[src/rtl/shifter_pkg.sv]
// Shared definitions for the pipelined barrel shifter.
//   shift_op_t : 2-bit operation code carried down the pipeline
//   OP_SRL     : logical right shift, zero fill
//   OP_SRA     : arithmetic right shift, sign fill
//   OP_SLL     : logical left shift, zero fill
//   OP_ROR     : rotate right (only when SHIFTER_ROTATE_EN is defined,
//                otherwise treated as OP_SRL)
package shifter_pkg;

   typedef logic [1:0] shift_op_t;

   localparam shift_op_t OP_SRL = 2'b00;
   localparam shift_op_t OP_SRA = 2'b01;
   localparam shift_op_t OP_SLL = 2'b10;
   localparam shift_op_t OP_ROR = 2'b11;

endpackage

[src/rtl/shift_stage.sv]
// One level of the pipelined barrel shifter: shifts by 2^K when bit K of the
// carried amount is set, and registers valid/data/amt/op.
// Optional build macro: SHIFTER_ROTATE_EN (adds the rotate-right wrap mux).
// Ports:
//   clock, reset         : clock, synchronous active-high reset
//   up_valid/data/amt/op : values from the previous stage (or the inputs)
//   down_adv             : advance signal of the next stage (out_ready at the end)
//   adv                  : this stage loads upstream values this cycle
//   valid/data/amt/op    : this stage's registers
module shift_stage
   import shifter_pkg::*;
#(
   parameter int WIDTH = 32,
   parameter int LOG2W = $clog2(WIDTH),
   parameter int K     = 0
) (
   input  logic             clock,
   input  logic             reset,
   input  logic             up_valid,
   input  logic [WIDTH-1:0] up_data,
   input  logic [LOG2W-1:0] up_amt,
   input  shift_op_t        up_op,
   input  logic             down_adv,
   output logic             adv,
   output logic             valid,
   output logic [WIDTH-1:0] data,
   output logic [LOG2W-1:0] amt,
   output shift_op_t        op
);

   localparam int SH = 1 << K;

   logic             valid_reg;
   logic [WIDTH-1:0] data_reg;
   logic [LOG2W-1:0] amt_reg;
   shift_op_t        op_reg;
   logic [WIDTH-1:0] shifted;

   // SRA uses the MSB of this stage's input; earlier stages have already
   // sign-extended, so that MSB is still the original operand sign.
   always_comb begin
      shifted = up_data;
      if (up_amt[K]) begin
         case (up_op)
            OP_SRA:  shifted = $unsigned($signed(up_data) >>> SH);
            OP_SLL:  shifted = up_data << SH;
`ifdef SHIFTER_ROTATE_EN
            OP_ROR:  shifted = {up_data[SH-1:0], up_data[WIDTH-1:SH]};
`endif
            default: shifted = up_data >> SH;
         endcase
      end
   end

   // An empty stage always accepts, so bubbles collapse under back-pressure.
   assign adv = !valid_reg || down_adv;

   always_ff @(posedge clock) begin
      if (reset) begin
         valid_reg <= 1'b0;
         data_reg  <= '0;
         amt_reg   <= '0;
         op_reg    <= OP_SRL;
      end else if (adv) begin
         valid_reg <= up_valid;
         // Payload only moves with a real operation, so idle cycles leave
         // the data registers untouched.
         if (up_valid) begin
            data_reg <= shifted;
            amt_reg  <= up_amt;
            op_reg   <= up_op;
         end
      end
   end

   assign valid = valid_reg;
   assign data  = data_reg;
   assign amt   = amt_reg;
   assign op    = op_reg;

endmodule

[src/rtl/pipelined_barrel_shifter.sv]
// Fully pipelined barrel shifter, one register stage per shift level
// (LOG2W cycles of latency, one operation per cycle throughput), with
// valid/ready handshakes on both sides.
// Optional build macro: SHIFTER_ROTATE_EN (op 11 = rotate right; otherwise SRL).
// Ports:
//   clock, reset                   : clock, synchronous active-high reset
//   in_valid, in_ready             : input handshake
//   in_data, in_amt, in_op         : operand, shift amount, operation
//   out_valid, out_ready, out_data : output handshake and registered result
module pipelined_barrel_shifter
   import shifter_pkg::*;
#(
   parameter  int WIDTH = 32,
   localparam int LOG2W = $clog2(WIDTH)
) (
   input  logic             clock,
   input  logic             reset,
   input  logic             in_valid,
   output logic             in_ready,
   input  logic [WIDTH-1:0] in_data,
   input  logic [LOG2W-1:0] in_amt,
   input  logic [1:0]       in_op,
   output logic             out_valid,
   input  logic             out_ready,
   output logic [WIDTH-1:0] out_data
);

   // Index 0 of each chain is the input side; stage k drives index k+1.
   // The advance chain runs the other way: adv_c[k] belongs to stage k and
   // adv_c[LOG2W] is the downstream ready.
   logic             valid_c [0:LOG2W];
   logic [WIDTH-1:0] data_c  [0:LOG2W];
   logic [LOG2W-1:0] amt_c   [0:LOG2W];
   shift_op_t        op_c    [0:LOG2W];
   logic             adv_c   [0:LOG2W];

   assign valid_c[0]   = in_valid;
   assign data_c[0]    = in_data;
   assign amt_c[0]     = in_amt;
   assign op_c[0]      = in_op;
   assign adv_c[LOG2W] = out_ready;

   generate
      for (genvar gi = 0; gi < LOG2W; gi++) begin : g_stage
         shift_stage #(
            .WIDTH (WIDTH),
            .LOG2W (LOG2W),
            .K     (gi)
         ) u_stage (
            .clock    (clock),
            .reset    (reset),
            .up_valid (valid_c[gi]),
            .up_data  (data_c[gi]),
            .up_amt   (amt_c[gi]),
            .up_op    (op_c[gi]),
            .down_adv (adv_c[gi+1]),
            .adv      (adv_c[gi]),
            .valid    (valid_c[gi+1]),
            .data     (data_c[gi+1]),
            .amt      (amt_c[gi+1]),
            .op       (op_c[gi+1])
         );
      end
   endgenerate

   assign in_ready  = adv_c[0];
   assign out_valid = valid_c[LOG2W];
   assign out_data  = data_c[LOG2W];

endmodule

[config.mk]
export PLATFORM = sky130hd
export DESIGN_NAME = pipelined_barrel_shifter
export DESIGN_NICKNAME = d
export VERILOG_FILES = /design/src/rtl/shifter_pkg.sv /design/src/rtl/shift_stage.sv /design/src/rtl/pipelined_barrel_shifter.sv
export SDC_FILE = /design/constraint.sdc
export NUM_CORES = 1
export LEC_CHECK = 0
export CELL_PAD_IN_SITES_DETAIL_PLACEMENT = 0
export CELL_PAD_IN_SITES_GLOBAL_PLACEMENT = 1
export CORE_MARGIN = 5
export CORE_UTILIZATION = 30
export DETAILED_ROUTE_END_ITERATION = 12
export GPL_ROUTABILITY_DRIVEN = 0
export GPL_TIMING_DRIVEN = 0
export PLACE_DENSITY_LB_ADDON = 0.1
export REMOVE_ABC_BUFFERS = 1
export SETUP_SLACK_MARGIN = 0.3
export SLEW_MARGIN = 20
export SYNTH_ARGS = -nofsm -noshare
export SYNTH_HDL_FRONTEND = slang
export SYNTH_HIERARCHICAL = 1
export SYNTH_SLANG_ARGS = --single-unit
[constraint.sdc]
create_clock -name clock -period 5 [get_ports clock]
set_input_delay 0.75 -clock clock [delete_from_list [all_inputs] [get_ports clock]]
set_output_delay 0.75 -clock clock [all_outputs]
set_load 0.02 [all_outputs]
==> results.json <==
{
  "status": "finished, final reports clean",
  "hold_viol_final": 0,
  "multi_input_area_um2": 5730,
  "core-area_um2": 34500,
  "tightest_slew_ns": 1.10,
  "drc": 0,
  "chipWidth_um": 197,
  "largest_reg_flops": 160,
  "drv_slew": 0,
  "finalCriticalPeriod_ns": 4.46,
  "grt_use_total_pct": 17.5,
  "reg2reg_setup_slack_ns": 1.76,
  "routedWlPerCell_um": 21.8,
  "clock_path_buffers": 2,
  "final_util_pct": 34.7,
  "h-tree-depth": 4,
  "nFillCells": 3611,
  "critPathKind": "in -> out",
  "num_rows": 68,
  "dp_hpwl_mm": 22.5,
  "diodes": 0,
  "fin_setup_tns_ns": 0,
  "grt_max_degree": 113,
  "synth_area_per_cell_um2": 9.18,
  "reg2regPathDepth": 12,
  "grt_pass1_wl_mm": 55.9,
  "critPathMaxFanout": 40,
  "antenna_found_initial": 0,
  "place_area_um2": 11300,
  "fin_skew_ns": 0.0141,
  "hold_start": "g_stage[1].u_stage/amt[4]",
  "cp.arrival_ns": 3.71,
  "cts_root_buffer": "clkbuf_16",
  "fmax_mhz": 224,
  "nets": 1156,
  "ys_warn_count": 6,
  "netlist_instances": 1144,
  "dieArea_um2": 38800,
  "area_growth_pct": 14.1,
  "routed_via_density": 5.83,
  "startpoint_type": "primary input",
  "rr_endpoint": "g_stage[0].u_stage/data[2]",
  "clock_latency_ns": 0.44,
  "critical_path_required_ns": 4.25,
  "cts_inserted_buffers": 17,
  "final_cell_area_um2": 12000,
  "cts_sinks": 183,
  "dr.pass1.iters": 6,
  "ff_latch_area_um2": 3670,
  "portBuffers": 76,
  "syn-cell-area_um2": 10500,
  "cp-end-kind": "output port",
  "worst_hold_path_type": "reg -> reg",
  "pin_count": 77,
  "drv_cap": 0,
  "via_count": 9152,
  "totalWireLength_mm": 34.2,
  "clk_pin_slew_ns": 0.08,
  "rsz0062_at_grt": "no",
  "post-route-period-util_pct": 89.1,
  "cts_tree": "built",
  "hold_end": "g_stage[2].u_stage/amt[4]",
  "grt_overflow": 0,
  "max-vdd-ir-drop_mv": 0.234,
  "worstSetupStartpoint": "out_ready",
  "die_h_um": 197,
  "slew_headroom_pct": 26.4,
  "hold_buffers": 0,
  "initial_core_util_pct": 30.4,
  "reg2reg_from": "g_stage[4].u_stage/valid",
  "worstHoldPathCells": 2,
  "power_leakage_nw": 3.53,
  "antenna_left": 0,
  "drt_iter0_markers": 593,
  "drive_gt1_share_pct": 16.3,
  "p_per_area_nw_per_um2": 288,
  "grt_pass1_vias": 9240,
  "setup_viol_count_final": 0
}
==> repair_timing <==
| action | 4_1_cts | 5_1_grt |
|---|---|---|
| gates resized for setup | 12 | 2 |
| setup buffers | 3 | 2 |
| endpoints found under the setup margin | 78 | 1 |
| cloned | 0 | 0 |
==> routing by layer <==
layer	GRT usage [%]	part of all wire, %	up-vias
met4	4.65	1.8	0
met3	2.40	2.3	31
li1	-	-	4393
met1	24.4	48	4570
met5	0	0	-
met2	28.6	48	158
==> cell type report <==
class | instances | share of cell area (%)
clock buffer | 19 | 3.70
clock inverter | 12 | 1.57
multi-input combinational | 716 | 47.8
tap | 455 | 4.75
sequential | 183 | 30.6
timing repair buffer | 90 | 8.32
inverter | 95 | 3.21
==> critical path, cell delays in order <==
cell and delay [ns]:
clkdlybuf4s50_1 0.47, nor2b_2 0.08, inv_6 0.25, nor2b_4 0.10, inv_6 0.27, nor2b_4 0.09
inv_6 0.27, nor2b_4 0.10, inv_6 0.27, nor2b_4 0.12, inv_8 0.22, clkdlybuf4s50_1 0.66
==> report_power, final <==
part           switching, mW  internal [mW]  leakage, nW
sequential            0.0805           1.51         1.49
combinational          0.202          0.149         1.74
clock                  0.645          0.859        0.301
==> placed cells by master (no fill, tap or decap), types with 5 or more instances in the layout <==
cell type and n:
clkdlybuf4s50_1 73, nor2b_4 6, nor3b_1 30, nand2_1 9, o221ai_1 6, nand3_1 55, a221oi_1 30, inv_1 81
and2b_2 6, and2b_1 5, a311oi_1 10, a22o_2 7, inv_6 9, inv_2 7, nor2b_1 26, a211oi_2 10
a211oi_1 25, o2111ai_1 54, o221ai_2 40, nand2b_1 46, buf_16 5, a221oi_2 24, dfxtp_1 177, buf_4 5
a22oi_1 49, ha_1 10, dfxtp_2 6, a21oi_1 114, nand4_1 16, o32ai_1 68, a2111oi_2 8, a2111oi_0 6
clkbuf_16 17, o21ai_0 22
==> through the flow <==
step / power [mW] / setup slack [ns] / cells / hold WS (ns)
6_report: 3.45 / 0.543 / 1570 / 0.480
5_1_grt: 3.59 / 0.353 / 1570 / 0.495
4_1_cts: 3.49 / 0.304 / 1568 / 0.481
3_5_place_dp: 1.98 / -3.17 / 1534 / 0.468
2_1_floorplan: 1.78 / -0.189 / 994 / 0.434
3_3_place_gp: 1.97 / -7.52 / 1525 / 0.466
==> worst max-delay path by stage <==
stage | cells after the start | endpoint
after global placement | 4 | g_stage[1].u_stage/data[2]
after detailed placement | 12 | in_ready
final | 12 | in_ready
after floorplan | 11 | g_stage[0].u_stage/data[31]
after CTS | 12 | in_ready
after global routing | 12 | in_ready
Note: power is estimated with default switching activity, not from simulation.
